### config.mk
export PLATFORM = sky130hd
export DESIGN_NAME = bus_scoreboard
export DESIGN_NICKNAME = d
export VERILOG_FILES = /design/src/rtl/bus_scoreboard.sv
export SDC_FILE = /design/constraint.sdc
export NUM_CORES = 1
export LEC_CHECK = 0
export BUFFER_PORTS_ARGS = -buffer_cell sky130_fd_sc_hd__buf_2
export CORE_MARGIN = 1
export CORE_UTILIZATION = 44
export DETAILED_ROUTE_END_ITERATION = 7
export GPL_ROUTABILITY_DRIVEN = 0
export PLACE_DENSITY_LB_ADDON = 0.3
export SYNTH_ARGS = -nofsm -noshare
export SYNTH_HDL_FRONTEND = slang
export SYNTH_SLANG_ARGS = --single-unit
### constraint.sdc
create_clock -name clk -period 2.8 [get_ports clk]
set_input_delay 0.14 -clock clk [delete_from_list [all_inputs] [get_ports clk]]
set_output_delay 0.14 -clock clk [all_outputs]
set_load 0.01 [all_outputs]
### src/rtl/bus_scoreboard.sv
// In-order scoreboard: expected words queue up in a FIFO and are popped and
// compared against DUT results that may arrive up to MAX_LAT cycles late.
module bus_scoreboard #(
  parameter int WIDTH   = 10,
  parameter int DEPTH   = 8,
  parameter int MAX_LAT = 15
) (
  input  logic                       clk,
  input  logic                       arst_n,
  input  logic                       exp_valid,
  input  logic [WIDTH-1:0]           exp_data,
  input  logic                       act_valid,
  input  logic [WIDTH-1:0]           act_data,
  output logic                       match,
  output logic                       mismatch,
  output logic                       fault,
  output logic                       overflow,
  output logic                       underflow,
  output logic                       timeout,
  output logic [$clog2(DEPTH):0]     level,
  output logic [15:0]                pass_cnt,
  output logic [15:0]                err_cnt
);

  localparam int PW = $clog2(DEPTH);
  localparam int LW = PW + 1;
  localparam int AW = $clog2(MAX_LAT + 1);
  localparam logic [LW-1:0] FULL_LEVEL = LW'(DEPTH);
  localparam logic [AW-1:0] AGE_MAX    = AW'(MAX_LAT);

  typedef enum logic [1:0] {IDLE, ACTIVE, FAULT} state_t;

  state_t           state;
  logic [WIDTH-1:0] mem [DEPTH];
  logic [PW-1:0]    wr_ptr;
  logic [PW-1:0]    rd_ptr;
  logic [AW-1:0]    age;

  logic             empty;
  logic             full;
  logic             pop;
  logic             push;
  logic             ovf_ev;
  logic             udf_ev;
  logic             tmo_ev;
  logic             neq;
  logic             err_ev;
  logic [LW-1:0]    level_nxt;

  // Full/empty come from the occupancy count so wrapped pointers never alias.
  always_comb begin
    empty     = (level == '0);
    full      = (level == FULL_LEVEL);
    pop       = act_valid && !empty;
    push      = exp_valid && (!full || pop);
    ovf_ev    = exp_valid && full && !pop;
    udf_ev    = act_valid && empty;
    tmo_ev    = !empty && !pop && (age == AGE_MAX);
    neq       = (mem[rd_ptr] != act_data);
    err_ev    = ovf_ev || udf_ev || tmo_ev || (pop && neq);
    level_nxt = level;
    if (push && !pop) begin
      level_nxt = level + LW'(1);
    end else if (pop && !push) begin
      level_nxt = level - LW'(1);
    end
  end

  always_ff @(posedge clk) begin
    if (push) begin
      mem[wr_ptr] <= exp_data;
    end
  end

  always_ff @(posedge clk) begin
    if (!arst_n) begin
      state     <= IDLE;
      wr_ptr    <= '0;
      rd_ptr    <= '0;
      level     <= '0;
      age       <= '0;
      match     <= 1'b0;
      mismatch  <= 1'b0;
      overflow  <= 1'b0;
      underflow <= 1'b0;
      timeout   <= 1'b0;
      pass_cnt  <= '0;
      err_cnt   <= '0;
    end else begin
      level    <= level_nxt;
      match    <= pop && !neq;
      mismatch <= pop && neq;
      if (push) begin
        wr_ptr <= wr_ptr + PW'(1);
      end
      if (pop) begin
        rd_ptr <= rd_ptr + PW'(1);
      end
      if (pop && !neq && pass_cnt != 16'hFFFF) begin
        pass_cnt <= pass_cnt + 16'd1;
      end
      if (pop && neq && err_cnt != 16'hFFFF) begin
        err_cnt <= err_cnt + 16'd1;
      end
      // Age tracks how long the current head has waited for its result.
      if (empty || pop) begin
        age <= '0;
      end else if (age != AGE_MAX) begin
        age <= age + AW'(1);
      end
      if (ovf_ev) begin
        overflow <= 1'b1;
      end
      if (udf_ev) begin
        underflow <= 1'b1;
      end
      if (tmo_ev) begin
        timeout <= 1'b1;
      end
      if (err_ev || state == FAULT) begin
        state <= FAULT;
      end else if (level_nxt != '0) begin
        state <= ACTIVE;
      end else begin
        state <= IDLE;
      end
    end
  end

  assign fault = (state == FAULT);

endmodule

==> results of run 1 <==
[cell type report]
cell class,count,area (um^2)
multi-input combinational,327,2336
inverter,13,48.80
clock buffer,21,470.5
clock inverter,11,121.4
sequential,136,3526
tap,176,220.2
fill,1094,5733
timing repair buffer,115,787.0
[per-layer routing]
layer  GRT usage  routed length (um)
met2      0.3390                6684
met4     0.07437                 192
met3     0.05116                 641
met5           0                   0
met1      0.2397                5582
[cell families (layout without fill, tap and decap cells)]
logic type,after synthesis,in the layout,share of synthesized area
mux,48,48,0.09947
fa+ha+maj,8,8,0.01679
xor+xnor,13,13,0.01910
buf+inv,37,160,0.02665
compound gates,85,85,0.09276
simple gates,173,173,0.1543
flops,136,136,0.5910
[critical path, cell delays in order, from the launching register on]
cell and delay [ps]:
dfxtp_2 320, buf_12 140, buf_8 130, nor2b_4 130, buf_6 130, buf_6 100
a22o_1 230, o21ai_1 140, nand4_1 150, or4_4 610, buf_6 160, or4_1 400
a21oi_1 130
[cells in the mapped netlist (9+ instances only)]
cell type | number | share of area
o31ai_1 | 10 | 0.013
nand2b_1 | 10 | 0.010
nand2_1 | 33 | 0.021
clkbuf_1 | 17 | 0.011
a21oi_1 | 26 | 0.022
nand4_1 | 15 | 0.016
or4_1 | 9 | 0.011
inv_1 | 12 | 0.0076
nor2_1 | 28 | 0.018
edfxtp_1 | 80 | 0.40
dfxtp_1 | 56 | 0.19
or3_1 | 11 | 0.012
mux4_2 | 9 | 0.034
nand3_1 | 19 | 0.016
nor3_1 | 18 | 0.015
mux2i_1 | 39 | 0.065
o21ai_0 | 17 | 0.014
[report_power, final]
group | total (uW) | internal, uW | switching [uW]
Sequential | 2330 | 2240 | 88.1
Combinational | 1340 | 661 | 682
Clock | 2200 | 1380 | 819
[sequential cells by signal, indices dropped and copies added (netlist names), named ones only]
name and count:
age 4, wr_ptr 3, state 2, pass_cnt 16
overflow 1, underflow 1, rd_ptr 3, level 4
mem 80, match 1, mismatch 1, timeout 1
err_cnt 16
[stage by stage]
stage	util	worst slack, ps	std cells	hold WS, ps
2_1_floorplan	-	71.12	500	238.9
6_report	0.5671	-22.00	799	13.18
4_1_cts	0.5665	-36.70	799	0.2488
3_5_place_dp	0.5053	-310.2	750	409.2
3_3_place_gp	0.5053	-221.3	750	406.6
5_1_grt	0.5671	-144.1	799	17.28
[what timing repair did]
item                                    4_1_cts  5_1_grt
hold buffers                                  9        0
pin swaps                                    14        4
endpoints found under the setup margin       12       17
endpoints found under the hold margin        72        0
resized for setup                            20        4
buffers inserted                              9        0
[worst max path at each step]
stage,startpoint,endpoint,slack [ps],depth (start not counted)
CTS,flip-flop,pass_cnt[2]$_SDFFE_PN0P_,-40,12
detailed placement,flip-flop,pass_cnt[3]$_SDFFE_PN0P_,-310,10
global placement,flip-flop,pass_cnt[5]$_SDFFE_PN0P_,-220,10
global route,flip-flop,pass_cnt[2]$_SDFFE_PN0P_,-140,9
floorplan,flip-flop,pass_cnt[10]$_SDFFE_PN0P_,70,9
finish,flip-flop,pass_cnt[5]$_SDFFE_PN0P_,-20,12
==> tab_implementation.tex, run 1 <==
\begin{tabular}{lr}
\hline
Metric & Value \\
\hline
\multicolumn{2}{l}{\textbf{Logic synthesis}} \\
Count of state elements after synthesis & 136 \\
Fraction of synthesis flops using an asynchronous set or reset pin & 0 \\
Distinct cell type count after synthesis & 47 \\
Part of the Yosys area used for sequential elements & 0.5910 \\
Average instance area after synthesis & $\sim$12 um\^{}2 \\
Count of synthesis-stage warnings from yosys & 0 \\
Net count after synthesis & 532 \\
Netlist Area Pre-Place & 5962 um\^{}2 \\
Gate count of the mapped netlist & 500 \\
Most used flip-flop cell after synthesis & edfxtp\_1 \\
Number of enable flip-flop cells after synthesis & 80 \\
\multicolumn{2}{l}{\textbf{STA}} \\
Slew at the pin with the worst max-slew slack & around 730 ps \\
Total negative setup slack & -56.87 ps \\
Total of endpoints with negative setup slack in the final report & 3 \\
Min Clock Period, post-route & 2822 ps \\
Worst max-slew margin expressed relative to the limit & 0.5136 \\
Final hold viol count & 0 \\
Setup repair after global routing missed its margin & yes \\
Worst Clk Skew & 8.782 ps \\
Number of max-slew violations in the final report & 0 \\
Ratio of final minimum period to clock period & 1.008 \\
Post-route worst setup slack & -22.00 ps \\
Highest achievable clock rate & 354.4 MHz \\
\multicolumn{2}{l}{\textbf{Route}} \\
Post-detailed-route via-to-cell ratio & approximately 5.5 \\
Violation count after the first detailed-routing iteration & 220 \\
Drt drc & 0 \\
Routed wirelength normalized by instance count & roughly 16 um \\
Via count of the routed design & $\sim$4400 \\
Routed WL & 13100 um \\
Detailed-routing iteration count for the pre-antenna-repair pass & 4 \\
Number of nets still failing antenna checks after routing & 0 \\
\multicolumn{2}{l}{\textbf{Floorplanning}} \\
Number of top-level pins & 66 \\
Die boundary height & roughly 120 um \\
Initial core utilization & 0.4502 \\
Die Footprint & $\sim$14000 um\^{}2 \\
Core footprint & 13240 um\^{}2 \\
Chip Width & 118.4 um \\
Floorplan row count & 42 \\
\multicolumn{2}{l}{\textbf{Min path}} \\
Worst Hold Endpoint & mem[2][4]\$\_DFFE\_PP\_ \\
Worst hold path type & input pin to flip-flop \\
Instance count along the most critical hold path & 1 \\
Start point of the worst hold path & exp\_data[4] \\
\multicolumn{2}{l}{\textbf{Setup path}} \\
Maximum fanout count along the critical path & 6 \\
Class of the most critical setup path & flip-flop to flip-flop \\
Data arrival time of the critical path & 3170 ps \\
Endpoint of the worst-slack reg-to-reg timing path & pass\_cnt[5]\$\_SDFFE\_PN0P\_ \\
Worst r2r path cells & 12 \\
Endpoint type of the worst setup path & flip-flop \\
Startpoint types & flip-flop \\
Crit path required time & 3150 ps \\
Worst reg-to-reg setup slack & -20 ps \\
\multicolumn{2}{l}{\textbf{Clock tree}} \\
Num CTS Buffers & 17 \\
Longest Clk Path Bufs & 2 \\
Cell at the root of the clock tree & clkbuf\_16 \\
Number of clock sinks & 136 \\
Skew-Pair Late Insertion Delay & around 420 ps \\
H-tree depth & 4 \\
Clock input transition at the sequential cells of the worst setup and hold paths & 60 ps \\
TritonCTS clock tree & yes \\
\multicolumn{2}{l}{\textbf{GRT}} \\
Initial antenna violation count & 0 \\
Vias in the first global route & 4298 \\
Final global-route overflow total & 0 \\
Combined global-route utilization of all metal layers & 0.1980 \\
Wire length of the first global-routing pass & around 21000 um \\
Largest net degree at the start of global routing & 37 \\
\multicolumn{2}{l}{\textbf{Power and ir drop}} \\
Static leakage & 0.002696 uW \\
Peak VDD IR & roughly 0.00058 V \\
Total power of the final layout & 5871 uW \\
Power density normalized to cell area & 781.8 nW/um\^{}2 \\
\multicolumn{2}{l}{\textbf{Layout}} \\
Total Nets Final & around 640 \\
Most common cell after layout, fill and taps aside & edfxtp\_1 \\
Relative area change from synthesis to final layout & 25.96\% \\
Most frequent cells in the layout & edfxtp\_1, buf\_2, dfxtp\_1 \\
Post-Layout Inst Area & 7510 um\^{}2 \\
Share of post-route cells with drive strength above 1 & 0.2616 \\
Ant diodes & 0 \\
\multicolumn{2}{l}{\textbf{Placement}} \\
Placement Cell Area & 6691 um\^{}2 \\
Number of port buffers & 65 \\
Final HPWL DP & $\sim$8700 um \\
\multicolumn{2}{l}{\textbf{Outcome}} \\
Violations in the final reports & setup timing \\
Run status & complete, but fails checks \\
\multicolumn{2}{l}{\textbf{Flow run}} \\
Max\_cap viols & 0 \\
\hline
\end{tabular}
Note: power is estimated with default switching activity, not from simulation.
==> run 2, diff against run 1 <==
- CORE_MARGIN: 1 -> 5
- PLACE_DENSITY: not set -> 0.72
- PLACE_DENSITY_LB_ADDON: 0.3 -> not set
==> run 2 against run 1 <==
  * The flow still finishes with violations (setup timing)
  * Cell count up 0.38%
  * Power increased by 0.72%
  * Routed wire length up 8.6%
  * Via count is 0.89% higher
  * Maximum frequency rose by 0.44%
  * Global-route usage shrank 2.3 points
  * Die area is 14% higher
  * Largest power group unchanged
==> tab_implementation.tex, run 2 (synthesis results as in run 1) <==
\begin{tabular}{lr}
\hline
Metric & Value \\
\hline
\multicolumn{2}{l}{\textbf{Setup path}} \\
Worst r2r path cells & 9 \\
Endpoint type of the worst setup path & flip-flop \\
Crit path required time & 3140 ps \\
Data arrival time of the critical path & roughly 3200 ps \\
Endpoint of the worst setup timing path & pass\_cnt[2]\$\_SDFFE\_PN0P\_ \\
Maximum fanout count along the critical path & 8 \\
Worst reg-to-reg setup slack & -10 ps \\
Class of the most critical setup path & flip-flop to flip-flop \\
Startpoint types & flip-flop \\
Endpoint of the worst-slack reg-to-reg timing path & pass\_cnt[2]\$\_SDFFE\_PN0P\_ \\
\multicolumn{2}{l}{\textbf{GRT}} \\
Combined global-route utilization of all metal layers & 0.1750 \\
Largest net degree at the start of global routing & 37 \\
Initial antenna violation count & 0 \\
Wire length of the first global-routing pass & around 22000 um \\
Final global-route overflow total & 0 \\
Vias in the first global route & approximately 4300 \\
\multicolumn{2}{l}{\textbf{Power and ir drop}} \\
Static leakage & between 0.002 and 0.003 uW \\
Power density normalized to cell area & 775.0 nW/um\^{}2 \\
Sequential share of power & 0.395 \\
Clk pwr share & 0.363 \\
Cell internal pwr & between 4000 and 5000 uW \\
Peak VDD IR & 0.0004968 V \\
Switching part of the total power & 0.2909 \\
Net switching power & between 1500 and 2000 uW \\
Total power of the final layout & 5913 uW \\
Fraction of power consumed by combinational cells & 0.241 \\
\multicolumn{2}{l}{\textbf{Layout}} \\
Relative area change from synthesis to final layout & 27.97\% \\
Max reg flops & 80 \\
Most frequent cells in the layout & edfxtp\_1, buf\_2, dfxtp\_1 \\
Largest register by flop count & mem \\
Post-layout instance count excluding filler cells & 802 \\
Largest registers ranked by flip-flop count & mem: 80 flops, err\_cnt: 16 flops, pass\_cnt: 16 flops \\
Filler Cells Inserted & around 1100 \\
Total Nets Final & 645 \\
Ant diodes & 0 \\
Post-Layout Inst Area & 7630 um\^{}2 \\
Share of post-route cells with drive strength above 1 & 0.2971 \\
Most common cell after layout, fill and taps aside & edfxtp\_1 \\
\multicolumn{2}{l}{\textbf{Floorplanning}} \\
Chip Width & 126.4 um \\
Core footprint & 13240 um\^{}2 \\
Die boundary height & 126.4 um \\
Floorplan row count & 42 \\
Initial core utilization & 0.4502 \\
Number of top-level pins & 66 \\
Die Footprint & approximately 16000 um\^{}2 \\
\multicolumn{2}{l}{\textbf{STA}} \\
Total of endpoints with negative setup slack in the final report & 1 \\
Setup repair after global routing missed its margin & yes \\
Worst Clk Skew & 10.38 ps \\
Min Clock Period, post-route & around 2800 ps \\
Final hold viol count & 0 \\
WHS & 13.68 ps \\
Highest achievable clock rate & 355.9 MHz \\
Slew at the pin with the worst max-slew slack & around 800 ps \\
Ratio of final minimum period to clock period & 1.003 \\
Number of max-slew violations in the final report & 0 \\
Post-route worst setup slack & -9.754 ps \\
Worst max-slew margin expressed relative to the limit & 0.4625 \\
\multicolumn{2}{l}{\textbf{Flow run}} \\
Max\_cap viols & 0 \\
\multicolumn{2}{l}{\textbf{Route}} \\
Routed wirelength normalized by instance count & 17.74 um \\
Routed WL & 14230 um \\
Via count of the routed design & 4431 \\
Number of nets still failing antenna checks after routing & 0 \\
Post-detailed-route via-to-cell ratio & approximately 5.5 \\
Violation count after the first detailed-routing iteration & 305 \\
Detailed-routing iteration count for the pre-antenna-repair pass & 4 \\
Drt drc & 0 \\
\multicolumn{2}{l}{\textbf{Placement}} \\
Final HPWL DP & 9106 um \\
Number of placed instances with taps included & between 700 and 800 \\
Setup slack after placement & -216.8 ps \\
Number of port buffers & 65 \\
Placement Cell Area & about 6700 um\^{}2 \\
\multicolumn{2}{l}{\textbf{Clock tree}} \\
Skew-Pair Late Insertion Delay & 420 ps \\
Clock input transition at the sequential cells of the worst setup and hold paths & 60 ps \\
Cell at the root of the clock tree & clkbuf\_16 \\
TritonCTS clock tree & yes \\
Number of clock sinks & 136 \\
H-tree depth & 4 \\
Longest Clk Path Bufs & 2 \\
Num CTS Buffers & 17 \\
\multicolumn{2}{l}{\textbf{Outcome}} \\
Violations in the final reports & setup timing \\
Run status & complete, but fails checks \\
\multicolumn{2}{l}{\textbf{Min path}} \\
Worst hold path type & input pin to flip-flop \\
\hline
\end{tabular}
run 2: changes by cell type in the layout (fill, tap and decap cells not counted), sizes merged:
cell / change
clkinvlp: +1
inv: +4
buf: +2
or4: +1
clkinv: -1
dlygate4sd3: -1
bufinv: -2
clkbuf: -2
bufbuf: +1
run 2: per-layer routing:
metal / GRT usage / wire length, um / vias to the layer above
met1: 0.2226 / 6172 / 2182
met2: 0.2908 / 7267 / 102
li1: - / - / 2132
met3: 0.05002 / 602 / 15
met5: 0 / 0 / -
met4: 0.05300 / 182 / 0
run 2: power by group through the flow:
| stage | registers (uW) | logic (uW) | clock network [uW] |
|---|---|---|---|
| after global placement | 2370 | 1150 | 0 |
| after floorplan | 2370 | 764 | 0 |
| after global routing | 2350 | 1560 | 2280 |
| after detailed placement | 2380 | 1190 | 0 |
| final | 2340 | 1430 | 2150 |
| after CTS | 2340 | 1260 | 2180 |
run 2: final cells by class:
type	count	area, um^2	area share
sequential	136	3530	0.4626
multi-input combinational	328	2417	0.3168
timing repair buffer	117	833.3	0.1092
clock buffer	19	475.5	0.06232
tap	176	220.2	0.02886
clock inverter	13	105.1	0.01378
inverter	13	48.80	0.006396
run 2: worst min-delay path by stage:
stage,start,to,cells after the start,slack [ps]
after floorplan,exp_data[0],mem[0][0]$_DFFE_PP_,0,240
after global placement,exp_data[0],mem[0][0]$_DFFE_PP_,1,400
after detailed placement,exp_data[0],mem[2][0]$_DFFE_PP_,1,410
after CTS,exp_data[6],mem[2][6]$_DFFE_PP_,1,1
after global routing,exp_data[6],mem[7][6]$_DFFE_PP_,1,7
final,exp_data[6],mem[5][6]$_DFFE_PP_,1,10
run 2: per-stage QoR:
| stage | util | TNS (ps) |
|---|---|---|
| finish | 0.5762 | -9.754 |
| global route | 0.5762 | -705.1 |
| CTS | 0.5620 | -125.2 |
| detailed placement | 0.5068 | -1576 |
| global placement | 0.5068 | -719.0 |
| floorplan | - | 0 |
run 2: timing repair:
item,4_1_cts,5_1_grt
pin swaps,1,26
endpoints found under the setup margin,12,11
setup buffers,1,10
endpoints found under the hold margin,64,0
resized for setup,11,31
gates cloned,1,1
hold buffers,8,0
run 2: worst max-delay path, cell delays in order (launching register included):
cell and delay [ps]:
dfxtp_2 330, buf_12 140, buf_8 130, mux2i_1 110
mux4_2 490, xor2_1 200, nand3_2 120, or4_4 620
or4_4 440, a21oi_2 150
==> run 3, diff against run 2 <==
- CORE_ASPECT_RATIO: not set -> 2
- clock period: 2.8 -> 2.5 ns (I/O delays scaled with it)
==> run 3 against run 2 <==
  * The run still ends with setup timing left
  * Non-clock buffer count rose by 1
  * Utilization rose by 0.32 points
  * Combinational power rose by 5%
  * Clock skew barely moved
  * Cell count fell by 2.5%
  * Flip-flop and latch count did not move
  * Sequential share of layout area fell by 0.65 points
  * Cell area rose by 1.5%
  * Sequential power rose by 12%
  * Clock power rose by 13%
  * Critical path depth fell by 2
  * First-iteration DRC count fell by 23%
  * Largest cell class unchanged
==> tab_implementation.tex, run 3 (synthesis results as in run 1) <==
\begin{tabular}{lr}
\hline
Metric & Value \\
\hline
\multicolumn{2}{l}{\textbf{Clock tree}} \\
Clock input transition at the sequential cells of the worst setup and hold paths & 60 ps \\
Cell at the root of the clock tree & clkbuf\_16 \\
H-tree depth & 4 \\
Skew-Pair Late Insertion Delay & 420 ps \\
Num CTS Buffers & 17 \\
Longest Clk Path Bufs & 2 \\
TritonCTS clock tree & yes \\
Number of clock sinks & 136 \\
\multicolumn{2}{l}{\textbf{Layout}} \\
Relative area change from synthesis to final layout & 29.84\% \\
Share of post-route cells with drive strength above 1 & 0.3030 \\
Filler Cells Inserted & 1038 \\
Storage cell area & 3531 um\^{}2 \\
Ant diodes & 0 \\
Max reg flops & 80 \\
Post-layout instance count excluding filler cells & 782 \\
Largest register by flop count & mem \\
Largest registers ranked by flip-flop count & mem: 80 flops, err\_cnt: 16 flops, pass\_cnt: 16 flops \\
Post-Layout Inst Area & 7741 um\^{}2 \\
Total Nets Final & roughly 650 \\
Most common cell after layout, fill and taps aside & edfxtp\_1 \\
Footprint of the multi-input gates & $\sim$2500 um\^{}2 \\
Most frequent cells in the layout & edfxtp\_1, buf\_2, dfxtp\_1 \\
\multicolumn{2}{l}{\textbf{Setup path}} \\
Class of the most critical setup path & flip-flop to flip-flop \\
Crit path required time & 2850 ps \\
Endpoint type of the worst setup path & flip-flop \\
Endpoint of the worst-slack reg-to-reg timing path & pass\_cnt[8]\$\_SDFFE\_PN0P\_ \\
Worst reg-to-reg setup slack & -280 ps \\
Worst r2r path cells & 7 \\
Maximum fanout count along the critical path & 6 \\
Startpoint types & flip-flop \\
Data arrival time of the critical path & between 3000 and 4000 ps \\
\multicolumn{2}{l}{\textbf{Outcome}} \\
Violations in the final reports & setup timing \\
Run status & complete, but fails checks \\
\multicolumn{2}{l}{\textbf{STA}} \\
Worst max-slew margin expressed relative to the limit & 0.5867 \\
Final hold viol count & 0 \\
Number of max-slew violations in the final report & 0 \\
Ratio of final minimum period to clock period & 1.111 \\
Total of endpoints with negative setup slack in the final report & 34 \\
Post-route worst setup slack & -277.5 ps \\
Min Clock Period, post-route & 2778 ps \\
Worst Clk Skew & 9.930 ps \\
Highest achievable clock rate & 360.0 MHz \\
Setup repair after global routing missed its margin & yes \\
Slew at the pin with the worst max-slew slack & 619.9 ps \\
\multicolumn{2}{l}{\textbf{Placement}} \\
Number of placed instances with taps included & 732 \\
Placement Cell Area & slightly below 7000 um\^{}2 \\
Number of port buffers & 65 \\
Final HPWL DP & 10040 um \\
\multicolumn{2}{l}{\textbf{Floorplanning}} \\
Chip Width & 92.31 um \\
Core footprint & 13360 um\^{}2 \\
Die Footprint & 16120 um\^{}2 \\
Floorplan row count & 60 \\
Die boundary height & 174.6 um \\
Initial core utilization & 0.4462 \\
Number of top-level pins & 66 \\
\multicolumn{2}{l}{\textbf{GRT}} \\
Wire length of the first global-routing pass & around 23000 um \\
Combined global-route utilization of all metal layers & 0.1865 \\
Initial antenna violation count & 0 \\
Vias in the first global route & 4713 \\
Largest net degree at the start of global routing & 34 \\
Final global-route overflow total & 0 \\
\multicolumn{2}{l}{\textbf{Min path}} \\
Start point of the worst hold path & act\_valid \\
Worst hold path type & input pin to flip-flop \\
Worst Hold Endpoint & underflow\$\_SDFFE\_PN0P\_ \\
Instance count along the most critical hold path & 3 \\
\multicolumn{2}{l}{\textbf{Route}} \\
Routed WL & 14890 um \\
Via count of the routed design & 4547 \\
Drt drc & 0 \\
Routed wirelength normalized by instance count & 19.04 um \\
Number of nets still failing antenna checks after routing & 0 \\
Detailed-routing iteration count for the pre-antenna-repair pass & 4 \\
Violation count after the first detailed-routing iteration & 235 \\
Post-detailed-route via-to-cell ratio & 5.815 \\
\multicolumn{2}{l}{\textbf{Power and ir drop}} \\
Static leakage & roughly 0.0027 uW \\
Power density normalized to cell area & 848.7 nW/um\^{}2 \\
Peak VDD IR & 0.0006110 V \\
\multicolumn{2}{l}{\textbf{Flow run}} \\
Max\_cap viols & 0 \\
\hline
\end{tabular}
==> run 3: cell types whose count changed in the layout (fill, tap and decap cells not counted), moves of 3 or more <==
cell	previous run	this run
inv_6	3	6
a21oi_1	21	24
o21ai_0	12	7
a31o_4	0	5
nor3_2	0	4
o21ai_2	0	3
or4_1	3	7
a21oi_2	5	2
nor3_1	18	13
or4_4	7	3
a31o_2	6	1
==> run 3: worst max path at each step <==
stage              start                        end  cells past startpoint
2_1_floorplan  flip-flop  pass_cnt[10]$_SDFFE_PN0P_                      9
4_1_cts        flip-flop   pass_cnt[2]$_SDFFE_PN0P_                      7
6_report       flip-flop   pass_cnt[8]$_SDFFE_PN0P_                      7
5_1_grt        flip-flop   pass_cnt[8]$_SDFFE_PN0P_                      9
3_3_place_gp   flip-flop   pass_cnt[3]$_SDFFE_PN0P_                      8
3_5_place_dp   flip-flop   pass_cnt[3]$_SDFFE_PN0P_                      8
==> run 3: worst max-delay path: stages, from the launching register on <==
cell and delay [ps]:
dfxtp_4 400, mux4_2 530, mux2i_2 200, xor2_1 200, nand3_2 170, or4_4 620, or4_4 430, a21oi_1 140
==> run 3: report_power, final <==
part / internal (uW) / total [uW] / switching, uW
sequential: 2510 / 2630 / 118
combinational: 708 / 1500 / 793
clock: 1410 / 2440 / 1030
total: 4630 / 6570 / 1940
==> run 3: area by class of cell <==
cell class / instances / share of cell area
Inverter: 13 / 0.006304
Timing Repair Buffer: 118 / 0.1115
Tap cell: 155 / 0.02505
Clock buffer: 17 / 0.05495
Sequential cell: 136 / 0.4561
Multi-Input combinational cell: 328 / 0.3258
Clock inverter: 15 / 0.02020
==> run 3: repair_timing <==
item,in CTS,in global routing
resized for setup,15,44
setup buffers,1,5
cloned,1,2
hold buffers,10,0
setup endpoints to repair,35,36
pin swaps,6,30
hold endpoints to repair,80,0
==> run 3: through the flow <==
step	total power, uW	setup WS [ps]	TNS (ps)	utilization	hold WS [ps]
floorplan	3538	-96.46	-892.7	-	223.9
global placement	3965	-313.2	-4121	0.5029	383.4
detailed placement	4011	-387.4	-6025	0.5029	389.1
CTS	6529	-320.9	-6517	0.5589	20.01
global route	6876	-398.7	-9040	0.5793	63.73
finish	6570	-277.5	-5065	0.5793	30.80
==> run 3: per-layer routing <==
metal	share of wire	vias to the layer above	track usage
met2	0.57	142	0.3601
met5	0	-	0
met1	0.35	2214	0.1791
met3	0.036	55	0.03188
met4	0.049	0	0.1061
li1	-	2136	-
